[src/rtl/uart_pkg.sv]
// Shared UART types: parity selection, receiver FSM states, counter sizing.
`ifndef SYS_CLK_FREQ
`define SYS_CLK_FREQ 50000000
`endif
`ifndef UART_BPS
`define UART_BPS 115200
`endif
`ifndef UART_DATA_WIDTH
`define UART_DATA_WIDTH 8
`endif

package uart_pkg;

    typedef enum logic [1:0] {
        PAR_NONE = 2'd0,
        PAR_ODD  = 2'd1,
        PAR_EVEN = 2'd2
    } parity_e;

    typedef enum logic [2:0] {
        IDLE   = 3'd0,
        START  = 3'd1,
        DATA   = 3'd2,
        PARITY = 3'd3,
        STOP   = 3'd4
    } rx_state_e;

    // Bits needed to count 0..cnt_max inclusive.
    function automatic int cnt_width(input int cnt_max);
        return (cnt_max < 1) ? 1 : $clog2(cnt_max + 1);
    endfunction

endpackage

[src/rtl/uart_rx_sync.sv]
// Two-flop synchroniser for the serial line plus a falling-edge detector.
module uart_rx_sync #(
    parameter logic RESET_LEVEL = 1'b1
) (
    input  logic clk,
    input  logic rst,
    input  logic din,
    output logic dout,
    output logic fall
);

    logic [1:0] sync_r;
    logic       prev_r;

    // Shift the pin through two flops, then remember the previous synced level.
    always_ff @(posedge clk or posedge rst) begin
        if (rst) begin
            sync_r <= {2{RESET_LEVEL}};
            prev_r <= RESET_LEVEL;
        end else begin
            sync_r <= {sync_r[0], din};
            prev_r <= sync_r[1];
        end
    end

    assign dout = sync_r[1];
    assign fall = prev_r & ~sync_r[1];

endmodule

[src/rtl/uart_rx_frame.sv]
// Parametrised UART receiver: 5..9 data bits, optional parity, 1/2 stop bits,
// 3-sample majority voting, held valid/ready output with error flags.
module uart_rx_frame
    import uart_pkg::*;
#(
    parameter int      SYS_CLK_FREQ = `SYS_CLK_FREQ,
    parameter int      BPS          = `UART_BPS,
    parameter int      DATA_WIDTH   = `UART_DATA_WIDTH,
    parameter parity_e PARITY       = PAR_NONE,
    parameter int      STOP_BITS    = 1,
    parameter int      CNT_CLK_MAX  = SYS_CLK_FREQ / BPS - 1
) (
    input  logic                  sys_clk,
    input  logic                  rst,
    input  logic                  uart_rx,
    input  logic                  uart_rx_ready,
    output logic                  uart_rx_valid,
    output logic [DATA_WIDTH-1:0] uart_rx_data,
    output logic                  uart_rx_parity_err,
    output logic                  uart_rx_frame_err,
    output logic                  uart_rx_overrun
);

    localparam int            CW        = cnt_width(CNT_CLK_MAX);
    localparam int            HALF      = CNT_CLK_MAX / 2;
    localparam bit            PAR_EN    = (PARITY != PAR_NONE);
    localparam logic [CW-1:0] CNT_MAX_C = CW'(CNT_CLK_MAX);
    localparam logic [CW-1:0] SMP0_C    = CW'(HALF - 1);
    localparam logic [CW-1:0] SMP1_C    = CW'(HALF);
    localparam logic [CW-1:0] SMP2_C    = CW'(HALF + 1);
    localparam logic [3:0]    BIT_LAST  = 4'(DATA_WIDTH - 1);
    localparam logic          STOP_LAST = 1'(STOP_BITS - 1);

    rx_state_e             state_r;
    rx_state_e             state_nxt_s;
    logic [CW-1:0]         cnt_r;
    logic [3:0]            bit_idx_r;
    logic                  stop_idx_r;
    logic                  samp0_r;
    logic                  samp1_r;
    logic [DATA_WIDTH-1:0] shift_r;
    logic                  par_err_r;
    logic                  frm_err_r;
    logic                  rx_s;
    logic                  fall_s;
    logic                  bit_done_s;
    logic                  wrap_s;
    logic                  maj_s;
    logic                  par_exp_s;
    logic                  deliver_s;
    logic                  load_s;
    logic                  drop_s;

    uart_rx_sync #(
        .RESET_LEVEL (1'b1)
    ) u_sync (
        .clk  (sys_clk),
        .rst  (rst),
        .din  (uart_rx),
        .dout (rx_s),
        .fall (fall_s)
    );

    assign bit_done_s = (cnt_r == SMP2_C);
    assign wrap_s     = (cnt_r == CNT_MAX_C);
    // The third sample is the live line value at the decision point.
    assign maj_s      = (samp0_r & samp1_r) | (samp0_r & rx_s) | (samp1_r & rx_s);
    assign par_exp_s  = (PARITY == PAR_EVEN) ? (^shift_r) : ~(^shift_r);

    // FSM state register.
    always_ff @(posedge sys_clk or posedge rst) begin
        if (rst) begin
            state_r <= IDLE;
        end else begin
            state_r <= state_nxt_s;
        end
    end

    // FSM next-state logic.
    always_comb begin
        state_nxt_s = state_r;
        case (state_r)
            IDLE: begin
                if (fall_s) state_nxt_s = START;
                else        state_nxt_s = IDLE;
            end
            START: begin
                if (bit_done_s && maj_s) state_nxt_s = IDLE;
                else if (wrap_s)         state_nxt_s = DATA;
                else                     state_nxt_s = START;
            end
            DATA: begin
                if (wrap_s && (bit_idx_r == BIT_LAST)) begin
                    state_nxt_s = PAR_EN ? uart_pkg::PARITY : STOP;
                end else begin
                    state_nxt_s = DATA;
                end
            end
            uart_pkg::PARITY: begin
                if (wrap_s) state_nxt_s = STOP;
                else        state_nxt_s = uart_pkg::PARITY;
            end
            STOP: begin
                // Leave at the decision point so a following start edge is not missed.
                if (bit_done_s && (stop_idx_r == STOP_LAST)) state_nxt_s = IDLE;
                else                                          state_nxt_s = STOP;
            end
            default: state_nxt_s = IDLE;
        endcase
    end

    // FSM output decode: frame completion and whether it can be handed over.
    always_comb begin
        deliver_s = 1'b0;
        load_s    = 1'b0;
        drop_s    = 1'b0;
        if ((state_r == STOP) && bit_done_s && (stop_idx_r == STOP_LAST)) begin
            deliver_s = 1'b1;
            load_s    = ~uart_rx_valid | uart_rx_ready;
            drop_s    = uart_rx_valid & ~uart_rx_ready;
        end else begin
            deliver_s = 1'b0;
        end
    end

    // Bit-period counter; held at zero while idle so each frame starts aligned.
    always_ff @(posedge sys_clk or posedge rst) begin
        if (rst) begin
            cnt_r <= '0;
        end else if ((state_r == IDLE) || (state_nxt_s == IDLE) || wrap_s) begin
            cnt_r <= '0;
        end else begin
            cnt_r <= cnt_r + CW'(1);
        end
    end

    // Data-bit and stop-bit indices advance once per bit period.
    always_ff @(posedge sys_clk or posedge rst) begin
        if (rst) begin
            bit_idx_r  <= 4'd0;
            stop_idx_r <= 1'b0;
        end else begin
            if (state_r != DATA)  bit_idx_r <= 4'd0;
            else if (wrap_s)      bit_idx_r <= bit_idx_r + 4'd1;
            if (state_r != STOP)  stop_idx_r <= 1'b0;
            else if (wrap_s)      stop_idx_r <= 1'b1;
        end
    end

    // First two majority samples, taken around mid-bit.
    always_ff @(posedge sys_clk or posedge rst) begin
        if (rst) begin
            samp0_r <= 1'b1;
            samp1_r <= 1'b1;
        end else begin
            if (cnt_r == SMP0_C) samp0_r <= rx_s;
            if (cnt_r == SMP1_C) samp1_r <= rx_s;
        end
    end

    // Data shift register (LSB first) and per-frame error accumulation.
    always_ff @(posedge sys_clk or posedge rst) begin
        if (rst) begin
            shift_r   <= '0;
            par_err_r <= 1'b0;
            frm_err_r <= 1'b0;
        end else begin
            if ((state_r == DATA) && bit_done_s) begin
                shift_r <= {maj_s, shift_r[DATA_WIDTH-1:1]};
            end
            if (state_r == IDLE) begin
                par_err_r <= 1'b0;
                frm_err_r <= 1'b0;
            end else begin
                if ((state_r == uart_pkg::PARITY) && bit_done_s) begin
                    par_err_r <= PAR_EN & (maj_s != par_exp_s);
                end
                if ((state_r == STOP) && bit_done_s && !maj_s) begin
                    frm_err_r <= 1'b1;
                end
            end
        end
    end

    // Output holding register with valid/ready handshake and overrun pulse.
    always_ff @(posedge sys_clk or posedge rst) begin
        if (rst) begin
            uart_rx_valid      <= 1'b0;
            uart_rx_data       <= '0;
            uart_rx_parity_err <= 1'b0;
            uart_rx_frame_err  <= 1'b0;
            uart_rx_overrun    <= 1'b0;
        end else begin
            uart_rx_overrun <= drop_s;
            if (load_s) begin
                uart_rx_valid      <= 1'b1;
                uart_rx_data       <= shift_r;
                uart_rx_parity_err <= par_err_r;
                uart_rx_frame_err  <= frm_err_r | ~maj_s;
            end else if (uart_rx_valid && uart_rx_ready) begin
                uart_rx_valid <= 1'b0;
            end
        end
    end

endmodule

[config.mk]
export PLATFORM = sky130hd
export DESIGN_NAME = uart_rx_frame
export DESIGN_NICKNAME = d
export VERILOG_FILES = /design/src/rtl/uart_pkg.sv /design/src/rtl/uart_rx_sync.sv /design/src/rtl/uart_rx_frame.sv
export SDC_FILE = /design/constraint.sdc
export NUM_CORES = 1
export LEC_CHECK = 0
export BUFFER_PORTS_ARGS = -buffer_cell sky130_fd_sc_hd__buf_4
export CAP_MARGIN = 20
export CORE_MARGIN = 3
export CORE_UTILIZATION = 45
export DETAILED_ROUTE_END_ITERATION = 6
export PLACE_DENSITY_LB_ADDON = 0.12
export SYNTH_ARGS = -nofsm -noshare
export SYNTH_HDL_FRONTEND = slang
export SYNTH_HIERARCHICAL = 1
export SYNTH_SLANG_ARGS = --single-unit
[constraint.sdc]
create_clock -name sys_clk -period 2.16 [get_ports sys_clk]
set_clock_uncertainty 0.2 [all_clocks]
set_input_delay 0.432 -clock sys_clk [delete_from_list [all_inputs] [get_ports sys_clk]]
set_output_delay 0.432 -clock sys_clk [all_outputs]
set_load 0.01 [all_outputs]
# Word-level counts from Yosys, hierarchy flattened
# Index checks and enable logic that the tools add are counted.
# word_totals
out_inout_bits	12
input_bits	4
ff_bits	44
word_cells	82
# op_classes
n_reduce_logical	19
n_mux	20
bitwise_logic	14
eq_ne	11
n_addsub	2
# op_table
operator	n
== test 9 x 8 -> 1 bit (second input constant)	3
one-hot mux 3 bit (5 select lines)	1
two-way mux 1 bit	11
nonzero test 2 bit	5
adder 9 x 1 -> 9 bit (second input constant)	1
== test 9 bit (second input constant)	1
logical AND 1 bit	9
two-way mux 3 bit	3
two-way mux 9 bit	1
two-way mux 4 bit	2
== test 3 x 2 -> 1 bit (second input constant)	2
zero test 3 bit	2
AND 1 bit	5
inverter 1 bit	5
adder 4 x 1 -> 4 bit (second input constant)	1
== test 4 x 3 -> 1 bit (second input constant)	1
two-way mux 2 bit	2
bitwise OR 1 bit	4
== test 3 x 1 -> 1 bit (second input constant)	1
== test 3 bit (second input constant)	1
inequality test 3 x 2 -> 1 bit (second input constant)	1
inequality test 3 bit (second input constant)	1
logical OR 1 bit	2
zero test 1 bit	1

# Longest topological paths before layout
# Gate-level depths: netlist of the first run.
# depth
depth_word	10
mapped_depth	7
mapped_depth_nobuf	6

# Cells and area by module
# Netlist of the first run, hierarchy kept.
# by_module_without_submodules
mod	seq_area_each_um2	instances	cells_per_inst	area_per_inst_um2
uart_rx_frame	978.4	1	158	1883.1
uart_rx_sync	78.8	1	5	96.3

# Worst setup path after synthesis of the first run
# OpenSTA, ideal clock, no wires.
# synth_path
kind	register to register
from	reg cnt_r[1]
to	reg uart_rx_data[0]
setup_slack_ns	-0.024
n_path_buf	1
arrival_ns	1.859
period_less_slack_ns	2.184
required_ns	1.835
setup_ns	0.125
stages_incl_launch_ff	8
cell_sequence	dfrtp_1 -> inv_1 -> ha_1 -> and4b_1 -> nand2_1 -> or4b_1 -> buf_6 -> mux2_4
# synth_between
elab_chain_len	4
# synth_lines
element	line	rtl
from (decl)	uart_rx_frame.sv:36	logic [CW-1:0] cnt_r;
from (signal assigned)	uart_rx_frame.sv:133	cnt_r <= cnt_r + CW'(1);
== test 9 x 8 -> 1 bit	uart_rx_frame.sv:64	assign bit_done_s = (cnt_r == SMP2_C);
logical AND 1 bit (2 in series)	uart_rx_frame.sv:117	if ((state_r == STOP) && bit_done_s && (stop_idx_r == STOP_LAST)) begin
two-way mux 1 bit	uart_rx_frame.sv:117	
to (signal assigned)	uart_rx_frame.sv:197	uart_rx_data <= shift_r;
to (decl)	uart_rx_frame.sv:18	output logic [DATA_WIDTH-1:0] uart_rx_data,
# No other way between the ends.
# A chain may end at the register's enable or synchronous reset.

# Worst setup path after layout of the first run
# layout_path
from	reg cnt_r[1]
to	reg uart_rx_data[3]
# Same word-level chain as after synthesis.

==> results.sh, run 1 <==
export IMPL_leakage_nw=1.18
export IMPL_rsz0062_at_grt="true"
export IMPL_cts_sinks=42
export IMPL_syn_area_sq_um=1980
export IMPL_regArea_sq_um=1060
export IMPL_ys_warn_count=6
export IMPL_hpwl_mm=2.80
export IMPL_p_total_mw=1.70
export IMPL_synth_edff_count=0
export IMPL_tritoncts="built"
export IMPL_port_buffers=14
export IMPL_cp_cell_sequence="inv_2, ha_4, and4b_1, nand2_1, or4b_4, buf_6, mux2_4"
export IMPL_hold_viol_final=0
export IMPL_path_clk_slew_ps=80
export IMPL_fp_dieH_um=72.3
export IMPL_post_route_util=0.599
export IMPL_grt_pass1_wl_mm=7.02
export IMPL_dieArea_sq_um=5230
export IMPL_viasPerCell=5.23
export IMPL_synth_area_leaders="dfrtp_1 (47%), mux2_4 (6.8%), dfstp_2 (6.6%)"
export IMPL_antenna_found_initial=0
export IMPL_layout_setup_ws_ps=5.94
export IMPL_fin_crit_ps=2150
export IMPL_grt_max_degree=40
export IMPL_first_iter_violations=81
export IMPL_grt_pass1_vias=1477
export IMPL_drt_antenna_violating_nets=0
export IMPL_h_tree_depth=2
export IMPL_crit_required_ps=2140
export IMPL_critPathMaxStageDelay_ps=510
export IMPL_power_density_nw_per_um2=689
export IMPL_gp_congestion=0.854
export IMPL_floorplan_core_area_sq_um=4120
export IMPL_start_util=0.481
export IMPL_multi_input_area_sq_um=890
export IMPL_wl_mm=3.98
export IMPL_rows=23
export IMPL_cts_buffer_depth=2
export IMPL_yosysSeqAreaShare=0.534
export IMPL_most_common_layout_cells="buf_4 (40), dfrtp_1 (37), nand2_1 (13)"
export IMPL_clock_root_buffer="clkbuf_8"
export IMPL_dr_pass1_iters=4
export IMPL_cp_data_arrival_time_ps=2140
export IMPL_yosys_register_bits=42
export IMPL_nets=216
export IMPL_syn_avg_cell_area_sq_um=12.1
export IMPL_synth_async_reset_ratio=1.00
export IMPL_drive_above_1_share=0.411
export IMPL_drcViolationCount=0
export IMPL_ir_drop_uv=443
export IMPL_drv_cap=0
export IMPL_ios=16
export IMPL_area_delta_synth_final_pct=24.5
export IMPL_synth_fp_nets=171
export IMPL_grt_overflow=0
export IMPL_final_max_slew_viol_count=0
export IMPL_cts_made_buffers=5
export IMPL_fin_setup_tns_ps=0
export IMPL_vias=1354
export IMPL_status="finished, final reports clean"
export IMPL_synth_cells=163
export IMPL_track_usage=0.174
export IMPL_stdcell_area_sq_um=2460
export IMPL_min_period_over_period=0.997
export IMPL_place_ws_ps=-90.6
export IMPL_die_w_um=72.3
export IMPL_hold_path_class="input pin to register"
export IMPL_synth_top_cell_by_area="dfrtp_1"
export IMPL_startpoint_type="register"
export IMPL_detail_route_wl_per_cell_um=15.4
export IMPL_antenna_cells=0
export IMPL_layout_commonest_cell="buf_4"
export IMPL_place_area_sq_um=2280
export IMPL_fillers=344
export IMPL_clock_fmax_mhz=464
export IMPL_endpoint_kind="register"
export IMPL_clkLatencyLatePin_ps=290
export IMPL_final_setup_viol_count=0
export IMPL_critPathSlowestCell="or4b_4"
export IMPL_crit_fanout=5
export IMPL_synth_flop_cell="dfrtp_1"
export IMPL_yosys_area_top_type_share=0.468
export IMPL_synthDistinctLibCells=41
export IMPL_crit_type="register to register"
[area by class of cell]
cell class	instances	area share
multi-input cells	108	0.361
inverters	8	0.0122
flip-flops and latches	42	0.429
clock buffers	7	0.0350
well taps	50	0.0254
repair buffers	43	0.135
clock inverters	1	0.00203
[where the power goes]
part | internal [mW] | switching (mW) | total [mW] | leakage, nW
clock network | 0.258 | 0.263 | 0.521 | 0.0482
registers | 0.824 | 0.0251 | 0.849 | 0.561
logic | 0.165 | 0.162 | 0.327 | 0.573
total | 1.25 | 0.450 | 1.70 | 1.18
[what timing repair did]
| item | in CTS | in global routing |
|---|---|---|
| setup endpoints to repair | 9 | 16 |
| pin swaps | 3 | 1 |
| gates cloned | 1 | 0 |
| hold buffers | 1 | 0 |
| resized for setup | 7 | 5 |
| buffers inserted | 2 | 2 |
| endpoints found under the hold margin | 3 | 0 |
[stage by stage]
stage                     std cells  hold slack, ps
after global placement          245             150
after CTS                       257            35.5
after floorplan                 163             145
after global routing            259            32.1
after detailed placement        245             147
final                           259            45.4
[registers in the layout, summed over array words and instances (netlist names), 2 cells and up]
signal	cells
u_sync/sync_r	2
state_r	3
cnt_r	9
bit_idx_r	4
shift_r	8
uart_rx_data	8
[final timing paths]
| check | to | depth (start not counted) | slack (ps) | start |
|---|---|---|---|---|
| min in group asynchronous | u_sync/prev_r | 3 | 550 | rst |
| max | uart_rx_data[3] | 7 | 6 | cnt_r[1] |
| min | u_sync/sync_r[0] | 1 | 50 | uart_rx |
| max reg2reg | uart_rx_data[3] | 7 | 6 | cnt_r[1] |
| min reg2reg | u_sync/sync_r[1] | 0 | 160 | u_sync/sync_r[0] |
| max in group asynchronous | samp0_r | 4 | 760 | rst |
[cell families (layout without fill, tap and decap cells)]
family,after synthesis,after routing,synth area share
compound gates,21,21,0.0759
xor+xnor,10,10,0.0443
fa+ha+maj,5,5,0.0303
buf+inv,13,59,0.0360
flops,42,42,0.534
mux,19,19,0.125
other cells,1,1,0.00189
simple gates,52,52,0.152
[per-layer routing]
| metal | track usage | vias to the layer above | wire length (um) |
|---|---|---|---|
| met5 | 0 | - | 0 |
| met4 | 0.0731 | 0 | 79 |
| met3 | 0.0429 | 8 | 122 |
| met2 | 0.265 | 19 | 1930 |
| met1 | 0.236 | 668 | 1850 |
| li1 | - | 659 | - |
[critical path: cells and delay by family, from the launching register on]
family	cells	cell delay (ps)
buf+inv	2	240
simple gates	3	790
mux	1	300
flops	1	390
fa+ha+maj	1	120
[Yosys cell counts, types with 2 or more instances]
cell type	n
a31oi_1	2
dfstp_2	5
a211oi_1	8
ha_1	4
xnor2_1	8
nor3_1	2
buf_6	2
nand2_1	13
inv_1	8
dfrtp_1	37
nand2b_1	4
buf_4	2
mux2_4	9
nand3_1	7
nor2_1	8
or3_1	2
and4bb_2	2
mux2_2	10
and4b_1	2
a21oi_1	6
xor2_1	2
No activity file was read; power rests on OpenSTA's default activity.
==> run 2, diff against run 1 <==
--- a/config.mk
+++ b/config.mk
@@ -5,6 +5,7 @@
 export SDC_FILE = /design/constraint.sdc
 export NUM_CORES = 1
 export LEC_CHECK = 0
+export ABC_AREA = 1
 export BUFFER_PORTS_ARGS = -buffer_cell sky130_fd_sc_hd__buf_4
 export CAP_MARGIN = 20
 export CORE_MARGIN = 3
==> run 2 against run 1 <==
  * Register-to-register slack better by 220 ps
  * Final area is 9.2% lower
  * Power is 0.48% lower
  * Fmax is 11% higher
  * Die area is 1.8% lower
  * Largest cell class unchanged
  * Largest power group unchanged
  * Via count is 5.4% higher
  * Critical path type unchanged
==> results.sh, run 2 <==
export IMPL_hold_path_class="input pin to register"
export IMPL_final_setup_viol_count=0
export IMPL_ys_warn_count=6
export IMPL_drcViolationCount=0
export IMPL_hold_viol_final=0
export IMPL_power_density_nw_per_um2=755
export IMPL_first_iter_violations=91
export IMPL_crit_type="register to register"
export IMPL_synth_most_common_cell="nand2_1"
export IMPL_cts_buffer_depth=2
export IMPL_largest_reg_flops=9
export IMPL_yosys_area_top_type_share=0.477
export IMPL_netlist_top_cells_count="nand2_1 (45), dfrtp_1 (37), inv_1 (37)"
export IMPL_path_clk_slew_ps=80
export IMPL_most_common_layout_cells="nand2_1 (45), inv_1 (37), dfrtp_1 (37)"
export IMPL_detail_route_wl_per_cell_um=11.3
export IMPL_cts_made_buffers=5
export IMPL_drv_cap=0
export IMPL_syn_avg_cell_area_sq_um=8.59
export IMPL_yosys_register_bits=42
export IMPL_rsz0062_at_grt="false"
export IMPL_start_util=0.475
export IMPL_port_buffers=14
export IMPL_sequentialPowerShare=0.515
export IMPL_ir_drop_uv=434
export IMPL_grt_pass1_vias=1375
export IMPL_fin_crit_ps=1940
export IMPL_grt_max_degree=40
export IMPL_dr_pass1_iters=4
export IMPL_synth_flop_cell="dfrtp_1"
export IMPL_p_sw_frac=0.261
export IMPL_nets=256
export IMPL_multi_input_area_sq_um=734
export IMPL_floorplan_core_area_sq_um=4090
export IMPL_fin_setup_tns_ps=0
export IMPL_clock_root_buffer="clkbuf_8"
export IMPL_endpoint_kind="register"
export IMPL_status="finished, final reports clean"
export IMPL_synth_async_reset_ratio=1.00
export IMPL_synth_top_cell_by_area="dfrtp_1"
export IMPL_synth_edff_count=0
export IMPL_regArea_sq_um=1060
export IMPL_final_max_slew_viol_count=0
export IMPL_clkLatencyLatePin_ps=290
export IMPL_leakage_nw=1.02
export IMPL_startpoint_type="register"
export IMPL_synth_area_leaders="dfrtp_1 (48%), nand2_1 (8.7%), inv_1 (7.2%)"
export IMPL_area_delta_synth_final_pct=15.2
export IMPL_fillers=382
export IMPL_yosysSeqAreaShare=0.545
export IMPL_synth_fp_nets=234
export IMPL_synth_cells=226
export IMPL_cts_sinks=42
export IMPL_grt_overflow=0
export IMPL_crit_fanout=9
export IMPL_rows=23
export IMPL_largestRegisters="cnt_r: 9 flops, shift_r: 8 flops, uart_rx_data: 8 flops"
export IMPL_viasPerCell=4.77
export IMPL_fp_dieH_um=71.7
export IMPL_layout_setup_ws_ps=222
export IMPL_antenna_cells=0
export IMPL_clockPowerShare=0.368
export IMPL_die_w_um=71.7
export IMPL_power_switching_uw=441
export IMPL_gp_congestion=0.807
export IMPL_clock_fmax_mhz=516
export IMPL_track_usage=0.151
export IMPL_combPwrFrac=0.117
export IMPL_drt_antenna_violating_nets=0
export IMPL_hpwl_mm=2.43
export IMPL_dieArea_sq_um=5140
export IMPL_synthDistinctLibCells=25
export IMPL_antenna_found_initial=0
export IMPL_vias=1427
export IMPL_place_ws_ps=153
export IMPL_crit_required_ps=2140
export IMPL_internal_power_mw=1.25
export IMPL_top_register="cnt_r"
export IMPL_syn_area_sq_um=1940
export IMPL_grt_pass1_wl_mm=6.07
export IMPL_tritoncts="built"
export IMPL_layout_commonest_cell="nand2_1"
export IMPL_drive_above_1_share=0.157
export IMPL_ios=16
export IMPL_cp_data_arrival_time_ps=1920
export IMPL_h_tree_depth=2
export IMPL_min_period_over_period=0.897
export IMPL_wl_mm=3.39
==> run 2: final timing paths <==
| kind | startpoint | endpoint | slack [ps] | cells after the start |
|---|---|---|---|---|
| min reg2reg | u_sync/sync_r[0] | u_sync/sync_r[1] | 160 | 0 |
| max in group asynchronous | rst | samp1_r | 790 | 4 |
| min | uart_rx | u_sync/sync_r[0] | 40 | 1 |
| max reg2reg | cnt_r[1] | cnt_r[1] | 220 | 11 |
| max | cnt_r[1] | cnt_r[1] | 220 | 11 |
| min in group asynchronous | rst | u_sync/sync_r[0] | 550 | 3 |
==> run 2: kinds of logic after synthesis <==
logic type | count (synthesis) | synth area share
AO/OA/AOI/OAI | 28 | 0.0754
XOR/XNOR | 7 | 0.0316
adder cells (fa/ha/maj) | 4 | 0.0258
buffers and inverters | 39 | 0.0780
flip-flops | 42 | 0.545
other | 1 | 0.00193
AND/OR/NAND/NOR | 105 | 0.242
==> run 2: critical path: stages (launching register included) <==
cell and delay, ps:
dfrtp_1 400, inv_1 80, ha_1 180, inv_1 60
nor2_2 160, nand3_1 120, nand2_1 90, nand2_1 50
nor2_1 170, nand2_1 90, nand2_2 170, nor2_1 70
==> run 2: stage by stage <==
| step | instances | area, sq um | hold WS, ps | utilization | total power [mW] |
|---|---|---|---|---|---|
| 2_1_floorplan | 226 | 1940 | 145 | - | 1.03 |
| 6_report | 299 | 2240 | 43.4 | 0.547 | 1.69 |
| 3_3_place_gp | 290 | 2110 | 146 | 0.517 | 1.07 |
| 3_5_place_dp | 290 | 2110 | 147 | 0.517 | 1.08 |
| 5_1_grt | 299 | 2240 | 30.2 | 0.547 | 1.78 |
| 4_1_cts | 299 | 2230 | 31.7 | 0.547 | 1.71 |
==> run 2: power by group through the flow <==
| stage | Clock (mW) | Sequential (mW) | Combinational (mW) |
|---|---|---|---|
| final | 0.621 | 0.870 | 0.198 |
| after global routing | 0.671 | 0.880 | 0.234 |
| after detailed placement | 0 | 0.886 | 0.196 |
| after CTS | 0.643 | 0.871 | 0.200 |
| after floorplan | 0 | 0.876 | 0.154 |
| after global placement | 0 | 0.883 | 0.191 |
==> run 2: layer usage <==
layer	GRT usage	wire, um
met1	0.208	1720
met2	0.228	1510
met3	0.0421	116
met4	0.0564	39
met5	0	0
==> run 2: layout make-up <==
type                            count  area share
Sequential cell                    42       0.473
Clock buffer                        5      0.0308
Timing Repair Buffer               17      0.0582
Multi-Input combinational cell    145       0.328
Inverter                           37      0.0621
Clock inverter                      3      0.0196
Tap cell                           50      0.0280
==> run 2: repair_timing <==
item                                    4_1_cts  5_1_grt
gates resized for setup                       0        1
hold buffers                                  1        0
endpoints found under the hold margin         3        0
endpoints found under the setup margin        0       14
buffers inserted                              0        0
==> run 3, diff against run 2 <==
--- a/config.mk
+++ b/config.mk
@@ -10,6 +10,7 @@
 export CAP_MARGIN = 20
 export CORE_MARGIN = 3
 export CORE_UTILIZATION = 45
+export CTS_BUF_LIST = sky130_fd_sc_hd__clkbuf_4
 export DETAILED_ROUTE_END_ITERATION = 6
 export PLACE_DENSITY_LB_ADDON = 0.12
 export SYNTH_ARGS = -nofsm -noshare
==> run 3 against run 2 <==
  * Non-clock buffer count grew 1
  * Core utilization shrank 0.52 points
  * Sequential share of layout area up 0.45 points
  * Flip-flop and latch count unchanged
  * Global-route usage increased by 0.059 points
  * Largest power group unchanged
==> results.sh, run 3 (same netlist as run 2, synthesis figures left out) <==
export IMPL_status="finished, final reports clean"
export IMPL_sequentialPowerShare=0.551
export IMPL_clockPowerShare=0.323
export IMPL_startpoint_type="register"
export IMPL_dieArea_sq_um=5140
export IMPL_place_area_sq_um=2110
export IMPL_clock_fmax_mhz=517
export IMPL_drcViolationCount=0
export IMPL_power_switching_uw=433
export IMPL_drive_above_1_share=0.156
export IMPL_layout_commonest_cell="nand2_1"
export IMPL_fin_crit_ps=1930
export IMPL_final_setup_viol_count=0
export IMPL_most_common_layout_cells="nand2_1 (45), inv_1 (37), dfrtp_1 (37)"
export IMPL_drv_cap=0
export IMPL_first_iter_violations=89
export IMPL_dr_pass1_iters=4
export IMPL_port_buffers=14
export IMPL_worstRegToRegCells=11
export IMPL_holdPathStages=0
export IMPL_hpwl_mm=2.43
export IMPL_cts_made_buffers=5
export IMPL_grt_pass1_wl_mm=6.11
export IMPL_endpoint_kind="register"
export IMPL_cts_sinks=42
export IMPL_leakage_nw=1.01
export IMPL_viasPerCell=4.76
export IMPL_largestRegisters="cnt_r: 9 flops, shift_r: 8 flops, uart_rx_data: 8 flops"
export IMPL_antenna_found_initial=0
export IMPL_min_period_over_period=0.895
export IMPL_post_cts_buffers=0
export IMPL_p_total_mw=1.58
export IMPL_clock_root_buffer="clkbuf_4"
export IMPL_power_density_nw_per_um2=714
export IMPL_rsz0062_at_grt="false"
export IMPL_post_route_util=0.542
export IMPL_grt_overflow=0
export IMPL_combPwrFrac=0.126
export IMPL_floorplan_core_area_sq_um=4090
export IMPL_grt_max_degree=40
export IMPL_antenna_cells=0
export IMPL_fp_dieH_um=71.7
export IMPL_crit_required_ps=2200
export IMPL_final_max_slew_viol_count=0
export IMPL_critPathSlowestCell="dfrtp_1"
export IMPL_clkLatencyLatePin_ps=360
export IMPL_h_tree_depth=2
export IMPL_crit_fanout=9
export IMPL_detail_route_wl_per_cell_um=11.5
export IMPL_cp_data_arrival_time_ps=1980
export IMPL_drt_antenna_violating_nets=0
export IMPL_hold_viol_final=0
export IMPL_stdcell_area_sq_um=2210
export IMPL_nets=257
export IMPL_critPathMaxStageDelay_ps=410
export IMPL_internal_power_mw=1.15
export IMPL_largest_reg_flops=9
export IMPL_hold_path_class="register to register"
export IMPL_crit_top_cell="nand2_1"
export IMPL_track_usage=0.152
export IMPL_cts_buffer_depth=2
export IMPL_grt_pass1_vias=1393
export IMPL_ir_drop_uv=371
export IMPL_die_w_um=71.7
export IMPL_area_delta_synth_final_pct=14.1
export IMPL_path_clk_slew_ps=120
export IMPL_wl_mm=3.44
export IMPL_crit_type="register to register"
export IMPL_fin_setup_tns_ps=0
export IMPL_start_util=0.475
export IMPL_p_sw_frac=0.274
export IMPL_rows=23
export IMPL_gp_congestion=0.807
export IMPL_tritoncts="built"
export IMPL_cp_cell_sequence="inv_1, ha_1, inv_1, nor2_2, nand3_1, nand2_1, nand2_1, nor2_1, nand2_1, nand2_2, nor2_1"
export IMPL_top_register="cnt_r"
export IMPL_vias=1428
export IMPL_ios=16
## run 3: cell count changes in the layout (fill, tap and decap cells not counted), sizes merged
cell / change
dlygate4sd3: +1
## run 3: area by class of cell
type | instances | area (sq um)
clock buffer | 5 | 37.5
clock inverter | 3 | 43.8
fill | 385 | 1870
inverter | 37 | 139
multi-input combinational | 145 | 734
sequential | 42 | 1060
tap | 50 | 62.6
timing repair buffer | 18 | 140
## run 3: layer usage
metal / track usage / wire [um] / part of all wire
met1: 0.207 / 1730 / 0.50
met2: 0.231 / 1520 / 0.44
met3: 0.0421 / 140 / 0.041
met4: 0.0564 / 52 / 0.015
met5: 0 / 0 / 0
## run 3: worst max-delay path, delay by kind of cell (launching register included)
family,cells,cell delay [ps]
buffers and inverters,2,140
adders and majority gates,1,180
DFF,1,410
and+or+nand+nor,8,910
## run 3: stage by stage
step | setup WS, ps | instances | hold slack [ps]
floorplan | 447 | 226 | 145
global route | 21.7 | 300 | 174
CTS | 125 | 300 | 165
global placement | 197 | 290 | 146
finish | 227 | 300 | 164
detailed placement | 153 | 290 | 147
## run 3: final timing paths
kind / startpoint / to / slack [ps]
worst max-delay path: cnt_r[1] / cnt_r[1] / 230
worst min-delay path: u_sync/sync_r[0] / u_sync/sync_r[1] / 160
worst max register to register: cnt_r[1] / cnt_r[1] / 230
worst min register to register: u_sync/sync_r[0] / u_sync/sync_r[1] / 160
max in group asynchronous: rst / samp1_r / 850
min in group asynchronous: rst / u_sync/sync_r[1] / 480
## run 3: what timing repair did
action	CTS	global route
setup endpoints to repair	0	14
resized for setup	0	1
endpoints found under the hold margin	22	0
hold buffers	2	0
## run 3: power groups by stage
stage               combinational [mW]  sequential [mW]  clock (mW)
global route                     0.235            0.881       0.556
CTS                              0.201            0.871       0.528
global placement                 0.191            0.883           0
detailed placement               0.196            0.886           0
finish                           0.200            0.871       0.511
floorplan                        0.154            0.876           0
